File: src/rtl/fft_pkg.sv
// rtl/fft_pkg.sv - shared types and widths for the FFT butterfly scheduler
package fft_pkg;

  localparam int R      = 5;
  localparam int N      = 32;
  localparam int HALF   = N / 2;
  localparam int ADDR_W = R;
  localparam int EXP_W  = R - 1;
  localparam int STG_W  = $clog2(R);
  // Drain counter width; BF_LAT is limited to 1..15.
  localparam int CNT_W  = 4;

  typedef enum logic [1:0] {
    IDLE  = 2'd0,
    RUN   = 2'd1,
    DRAIN = 2'd2,
    DONE  = 2'd3
  } state_t;

  // One slot of the read-to-write delay line.
  typedef struct packed {
    logic              en;
    logic [ADDR_W-1:0] addr_a;
    logic [ADDR_W-1:0] addr_b;
  } wr_slot_t;

endpackage

File: src/rtl/fft_bf_sched_if.sv
// rtl/fft_bf_sched_if.sv - control and memory-address bundle of the butterfly scheduler
interface fft_bf_sched_if;
  import fft_pkg::*;

  logic              i_start;
  logic              o_busy;
  logic              o_done;
  logic [STG_W-1:0]  o_stage;
  logic              o_rd_en;
  logic [ADDR_W-1:0] o_rd_addr_a;
  logic [ADDR_W-1:0] o_rd_addr_b;
  logic [EXP_W-1:0]  o_exponent;
  logic              o_wr_en;
  logic [ADDR_W-1:0] o_wr_addr_a;
  logic [ADDR_W-1:0] o_wr_addr_b;

  // Scheduler side.
  modport master (
    input  i_start,
    output o_busy, o_done, o_stage,
    output o_rd_en, o_rd_addr_a, o_rd_addr_b, o_exponent,
    output o_wr_en, o_wr_addr_a, o_wr_addr_b
  );

  // FFT control / datapath side.
  modport slave (
    output i_start,
    input  o_busy, o_done, o_stage,
    input  o_rd_en, o_rd_addr_a, o_rd_addr_b, o_exponent,
    input  o_wr_en, o_wr_addr_a, o_wr_addr_b
  );

endinterface

File: src/rtl/fft_bf_addr.sv
// rtl/fft_bf_addr.sv - butterfly address pair and twiddle exponent from (b, s)
module fft_bf_addr
  import fft_pkg::*;
(
  input  logic [EXP_W-1:0]  b,
  input  logic [STG_W-1:0]  s,
  output logic [ADDR_W-1:0] addr_a,
  output logic [ADDR_W-1:0] addr_b,
  output logic [EXP_W-1:0]  exponent
);

  logic [STG_W-1:0]  p;
  logic [ADDR_W-1:0] bw;
  logic [ADDR_W-1:0] bit_p;
  logic [ADDR_W-1:0] low_mask;

  // Insert a zero at bit p of b; the partner address sets that bit.
  always_comb begin
    p        = STG_W'(R - 1) - s;
    bw       = {1'b0, b};
    bit_p    = ADDR_W'(1) << p;
    low_mask = bit_p - ADDR_W'(1);
    addr_a   = ((bw & ~low_mask) << 1) | (bw & low_mask);
    addr_b   = addr_a | bit_p;
    exponent = b << s;
  end

endmodule

File: src/rtl/fft_bf_sched.sv
// rtl/fft_bf_sched.sv - in-place radix-2 DIF butterfly scheduler with write-back delay line
module fft_bf_sched
  import fft_pkg::*;
#(
  parameter int BF_LAT = 3
) (
  input  logic           i_clk,
  input  logic           i_rst,
  fft_bf_sched_if.master bus
);

  state_t            state;
  state_t            next_state;
  logic [STG_W-1:0]  s;
  logic [EXP_W-1:0]  b;
  logic [CNT_W-1:0]  d;
  logic              rd_en;
  logic              busy;
  logic              done;
  logic              last_bf;
  logic              last_drain;
  logic              last_stage;
  logic [ADDR_W-1:0] addr_a;
  logic [ADDR_W-1:0] addr_b;
  logic [EXP_W-1:0]  exponent;
  wr_slot_t          rd_slot;
  wr_slot_t          pipe [BF_LAT];

  assign last_bf    = (b == EXP_W'(HALF - 1));
  assign last_drain = (d == CNT_W'(BF_LAT - 1));
  assign last_stage = (s == STG_W'(R - 1));

  fft_bf_addr u_addr (
    .b        (b),
    .s        (s),
    .addr_a   (addr_a),
    .addr_b   (addr_b),
    .exponent (exponent)
  );

  // State register.
  always_ff @(posedge i_clk) begin
    if (i_rst) state <= IDLE;
    else       state <= next_state;
  end

  // Next-state decode; DRAIN holds off the next stage until its writes have landed.
  always_comb begin
    next_state = state;
    case (state)
      IDLE:    if (bus.i_start) next_state = RUN;
      RUN:     if (last_bf)     next_state = DRAIN;
      DRAIN:   if (last_drain)  next_state = last_stage ? DONE : RUN;
      DONE:    next_state = IDLE;
      default: next_state = IDLE;
    endcase
  end

  // Output decode from the state register only.
  always_comb begin
    rd_en = (state == RUN);
    busy  = (state == RUN) || (state == DRAIN);
    done  = (state == DONE);
  end

  // Stage, butterfly and drain counters; stage returns to 0 on the way back to IDLE.
  always_ff @(posedge i_clk) begin
    if (i_rst) begin
      s <= '0;
      b <= '0;
      d <= '0;
    end else begin
      case (state)
        IDLE: begin
          if (bus.i_start) begin
            s <= '0;
            b <= '0;
          end
        end
        RUN: begin
          if (last_bf) d <= '0;
          else         b <= b + EXP_W'(1);
        end
        DRAIN: begin
          d <= d + CNT_W'(1);
          if (last_drain && !last_stage) begin
            s <= s + STG_W'(1);
            b <= '0;
          end
        end
        DONE: begin
          s <= '0;
          b <= '0;
        end
        default: ;
      endcase
    end
  end

  // Read slot entering the delay line; addresses are zero when no read is issued.
  always_comb begin
    rd_slot.en     = rd_en;
    rd_slot.addr_a = rd_en ? addr_a : '0;
    rd_slot.addr_b = rd_en ? addr_b : '0;
  end

  // Write-back delay line; reset drops any reads still in flight.
  always_ff @(posedge i_clk) begin
    if (i_rst) begin
      for (int i = 0; i < BF_LAT; i++) pipe[i] <= '0;
    end else begin
      pipe[0] <= rd_slot;
      for (int i = 1; i < BF_LAT; i++) pipe[i] <= pipe[i-1];
    end
  end

  assign bus.o_busy      = busy;
  assign bus.o_done      = done;
  assign bus.o_stage     = s;
  assign bus.o_rd_en     = rd_en;
  assign bus.o_rd_addr_a = rd_slot.addr_a;
  assign bus.o_rd_addr_b = rd_slot.addr_b;
  assign bus.o_exponent  = rd_en ? exponent : '0;
  assign bus.o_wr_en     = pipe[BF_LAT-1].en;
  assign bus.o_wr_addr_a = pipe[BF_LAT-1].addr_a;
  assign bus.o_wr_addr_b = pipe[BF_LAT-1].addr_b;

endmodule

File: src/flat_wrapper.sv
// flat-port wrapper written by rule: the top's interface ports become plain ports
module fft_bf_sched_flat import fft_pkg::*;
#(
  parameter int BF_LAT = 3
)
  (i_clk, i_rst, bus_i_start, bus_o_busy, bus_o_done, bus_o_stage, bus_o_rd_en, bus_o_rd_addr_a, bus_o_rd_addr_b, bus_o_exponent, bus_o_wr_en, bus_o_wr_addr_a, bus_o_wr_addr_b);
  fft_bf_sched_if bus_i ();
  input  logic i_clk;
  input  logic i_rst;
  input wire logic [$bits(bus_i.i_start)-1:0] bus_i_start;
  output wire logic [$bits(bus_i.o_busy)-1:0] bus_o_busy;
  output wire logic [$bits(bus_i.o_done)-1:0] bus_o_done;
  output wire logic [$bits(bus_i.o_stage)-1:0] bus_o_stage;
  output wire logic [$bits(bus_i.o_rd_en)-1:0] bus_o_rd_en;
  output wire logic [$bits(bus_i.o_rd_addr_a)-1:0] bus_o_rd_addr_a;
  output wire logic [$bits(bus_i.o_rd_addr_b)-1:0] bus_o_rd_addr_b;
  output wire logic [$bits(bus_i.o_exponent)-1:0] bus_o_exponent;
  output wire logic [$bits(bus_i.o_wr_en)-1:0] bus_o_wr_en;
  output wire logic [$bits(bus_i.o_wr_addr_a)-1:0] bus_o_wr_addr_a;
  output wire logic [$bits(bus_i.o_wr_addr_b)-1:0] bus_o_wr_addr_b;
  assign bus_i.i_start = bus_i_start;
  assign bus_o_busy = bus_i.o_busy;
  assign bus_o_done = bus_i.o_done;
  assign bus_o_stage = bus_i.o_stage;
  assign bus_o_rd_en = bus_i.o_rd_en;
  assign bus_o_rd_addr_a = bus_i.o_rd_addr_a;
  assign bus_o_rd_addr_b = bus_i.o_rd_addr_b;
  assign bus_o_exponent = bus_i.o_exponent;
  assign bus_o_wr_en = bus_i.o_wr_en;
  assign bus_o_wr_addr_a = bus_i.o_wr_addr_a;
  assign bus_o_wr_addr_b = bus_i.o_wr_addr_b;
  fft_bf_sched #(.BF_LAT(BF_LAT)) u_core (.i_clk(i_clk), .i_rst(i_rst), .bus(bus_i));
endmodule
File: config.mk
export PLATFORM = sky130hd
export DESIGN_NAME = fft_bf_sched_flat
export DESIGN_NICKNAME = d
export VERILOG_FILES = /design/src/rtl/fft_pkg.sv /design/src/rtl/fft_bf_sched_if.sv /design/src/rtl/fft_bf_addr.sv /design/src/rtl/fft_bf_sched.sv /design/src/flat_wrapper.sv
export SDC_FILE = /design/constraint.sdc
export NUM_CORES = 1
export LEC_CHECK = 0
export CORE_AREA = 2 2 80 63
export CTS_BUF_LIST = sky130_fd_sc_hd__clkbuf_8
export DETAILED_ROUTE_END_ITERATION = 10
export DIE_AREA = 0 0 82 65
export GPL_TIMING_DRIVEN = 0
export HOLD_SLACK_MARGIN = 0.08
export PLACE_DENSITY_LB_ADDON = 0.1
export SLEW_MARGIN = 15
export SYNTH_ARGS = -nofsm -noshare
export SYNTH_HDL_FRONTEND = slang
export SYNTH_SLANG_ARGS = --single-unit
File: constraint.sdc
create_clock -name i_clk -period 2.24 [get_ports i_clk]
set_clock_uncertainty 0.2 [all_clocks]
set_input_delay 0.224 -clock i_clk [delete_from_list [all_inputs] [get_ports i_clk]]
set_output_delay 0.224 -clock i_clk [all_outputs]
set_load 0.005 [all_outputs]
==> flow_summary.yaml <==
synth:
  netlist_top_cells_area: "dfxtp_1, ha_1, nor2b_1"
  synth_edf_count: 0
  syn-cell-area_um2: 2170
  yosysTopAreaCell: "dfxtp_1"
  synth_warnings: 0
  ys.flop_type: "dfxtp_1"
  synth_seq_cells: 46
  synth_top_area_share_pct: 42.4
  ys_async_sr_fraction_pct: 0
  synth_most_common_cell: "dfxtp_1"
  syn-num-nets: 259
  syn_inst: 241
  ys_top_cells_by_count: "dfxtp_1, nor2b_1, ha_1, nor2_1"
  syn_avg_cell_area_um2: 9.01
  ys_types: 41
  ys_seq_area_share_pct: 42.4
final_layout:
  fin_util_pct: 66.7
  area_growth_pct: 42.1
  num_antenna_cells: 0
  drive_above_1_share_pct: 35.2
  postLayoutCellArea_um2: 3090
  nNetsFinal: 315
worst_setup_path:
  worstPathCellList: "buf_8, clkinvlp_4, ha_4, ha_4, inv_6, buf_6, a22oi_2, o32ai_2, buf_2"
  criticalPathCategory: "reg2out"
  rr_worst_depth: 8
  cpMostUsedCell: "ha_4"
  worstPathArrival_ns: 2.11
  r2r-start: "u_core.bus.o_stage[0]"
  reg2reg_slack_ns: 0.06
  crit_fanout: 5
  start_kind: "flop"
  end_kind: "output pin"
  critPathLaunch: "u_core.bus.o_stage[0]"
  cp-endpoint: "bus_o_rd_addr_b[4]"
  cp_slowest_stage_delay_ns: 0.38
  reg2reg_to: "u_core.b[3]"
  worst_ep_required_time_ns: 1.82
  cp_slowest_cell: "dfxtp_4"
sta:
  post-route-min-period_ns: 2.53
  hold_viol: 0
  post-route-period-util_pct: 113
  setup_slack_ns: -0.294
  rsz0062_at_grt: "yes"
  worst_hold_slack_ns: 0.109
  setup_viol: 10
  slew-limit-headroom_pct: 59.7
  report.final.slew_viol_count: 0
  fin_setup_tns_ns: -2.12
  tightest_slew_ns: 0.605
  fmax_mhz: 395
floorplanning:
  coreArea_um2: 4620
  fp-row-count: 22
  die_x_um: 82
  initial_core_util_pct: 46.9
  die_area_um2: 5330
  pin_count: 34
  die_h_um: 65
global_routing:
  gr-total-overflow: 0
  grt_max_degree: 17
  antenna_found_initial: 0
  grt_pass1_vias: 1723
  track_usage_pct: 19.7
  grt_first_pass_wirelength_um: 8020
clock_network:
  cts_tree: "built"
  clockBufferDepth: 2
  cts.clk_slew.worst_paths_ns: 0.09
  hold_buffers: 0
  clk_latency_ns: 0.30
  cts.htree.levels: 2
  cts_buffers: 5
  clockRootBuffer: "clkbuf_8"
  cts_sinks: 46
run_status:
  status: "complete, but fails checks"
  violations: "negative setup slack"
flow_run:
  drv_cap: 0
placement:
  portBuffers: 32
  placed_area_um2: 2570
  pre_cts_ws_ns: -0.729
  gp_congestion: 0.883
  place_hpwl_um: 3230
power_and_ir_drop:
  p_sw_share_pct: 36.8
  p_comb_share_pct: 44.2
  vdd_drop_max_mv: 0.499
  p_int_mw: 1.64
  p_switching_mw: 0.960
  clockPowerShare_pct: 19.8
  seqPwrFrac_pct: 35.9
  p_leak_nw: 1.22
  powerDensity_nw_per_um2: 844
route:
  vias: 1869
  route.detailed.drc: 0
  wl_per_cell_um: 14.6
  vias_per_cell: 5.22
  antenna_left: 0
  routed_wl_um: 5230
  drt-initial-drc-count: 121
  firstDrtPassIters: 4
worst_hold_path:
  hold_path.class: "in2reg"
[worst max-delay path: cells and delay by family (launching register included)]
kind	cells	cell delay [ns]
adder cells (fa/ha/maj)	2	0.53
buffers and inverters	5	0.57
flip-flops	1	0.38
AO/OA/AOI/OAI	2	0.32
[how the worst min path moves through the flow]
stage          depth (start not counted)               start            endpoint
2_1_floorplan                          1   u_core.pipe[0][0]  u_core.pipe[0][11]
3_5_place_dp                           1   u_core.pipe[0][9]  u_core.pipe[0][20]
4_1_cts                                2               i_rst  u_core.pipe[0][32]
3_3_place_gp                           1  u_core.pipe[0][11]  u_core.pipe[0][22]
6_report                               2               i_rst  u_core.pipe[0][32]
5_1_grt                                2               i_rst  u_core.pipe[0][32]
[cell usage in the layout (no fill, tap or decap), types with 5 or more instances in the layout]
master	synthesis	final
ha_1	15	10
dfxtp_1	46	41
nor2b_1	27	27
buf_2	1	10
nand3_1	6	6
a211oi_1	5	5
and2_1	8	7
buf_6	0	8
ha_4	0	5
clkdlybuf4s50_1	0	19
a21oi_1	13	11
buf_4	10	21
nand2_1	10	8
clkbuf_8	0	6
nor2_1	15	11
inv_1	13	7
[flip-flops by register name, indices dropped and copies added, names as in the netlist]
signal              cells
u_core.pipe            33
u_core.b                4
u_core.d                4
u_core.bus.o_stage      3
u_core.state            2
[what timing repair did]
action	CTS	global route
pin swaps	18	18
cloned	1	0
setup buffers	12	6
setup endpoints to repair	25	16
gates resized for setup	100	32
[per-layer routing]
layer,global-route usage [%],part of all wire (%),vias up
met3,4.87,5.3,18
met2,32.3,50,65
met5,0,0,-
met4,5.63,2.4,0
met1,25.5,42,864
li1,-,-,922
[power by group through the flow]
stage / logic, mW / registers (mW) / clock network, mW
2_1_floorplan: 0.529 / 0.935 / 0
3_3_place_gp: 0.766 / 0.943 / 0
3_5_place_dp: 0.779 / 0.947 / 0
4_1_cts: 1.00 / 0.933 / 0.527
5_1_grt: 1.25 / 0.945 / 0.565
6_report: 1.15 / 0.936 / 0.517
[cells by family (layout without fill, tap and decap cells)]
kind of cell | count (synthesis) | after routing | synth area share, %
AND/OR/NAND/NOR | 87 | 87 | 22.6
AO/OA/AOI/OAI | 50 | 50 | 15.6
flip-flops | 46 | 46 | 42.4
buffers and inverters | 37 | 94 | 8.24
adder cells (fa/ha/maj) | 15 | 15 | 8.65
XOR/XNOR | 4 | 4 | 1.61
multiplexers | 2 | 2 | 0.922
[metrics by stage]
step / power [mW] / instances
3_3_place_gp: 1.71 / 333
2_1_floorplan: 1.46 / 241
3_5_place_dp: 1.73 / 333
4_1_cts: 2.46 / 353
5_1_grt: 2.76 / 358
6_report: 2.60 / 358
[layout make-up]
class | instances | area, um^2
clock inverter | 3 | 23.8
fill | 357 | 1540
clock buffer | 5 | 68.8
tap | 60 | 75.1
sequential | 46 | 932
inverter | 13 | 61.3
timing repair buffer | 51 | 453
multi-input combinational | 158 | 1300
buffer | 22 | 171
Power figures use the tool's default switching activity.
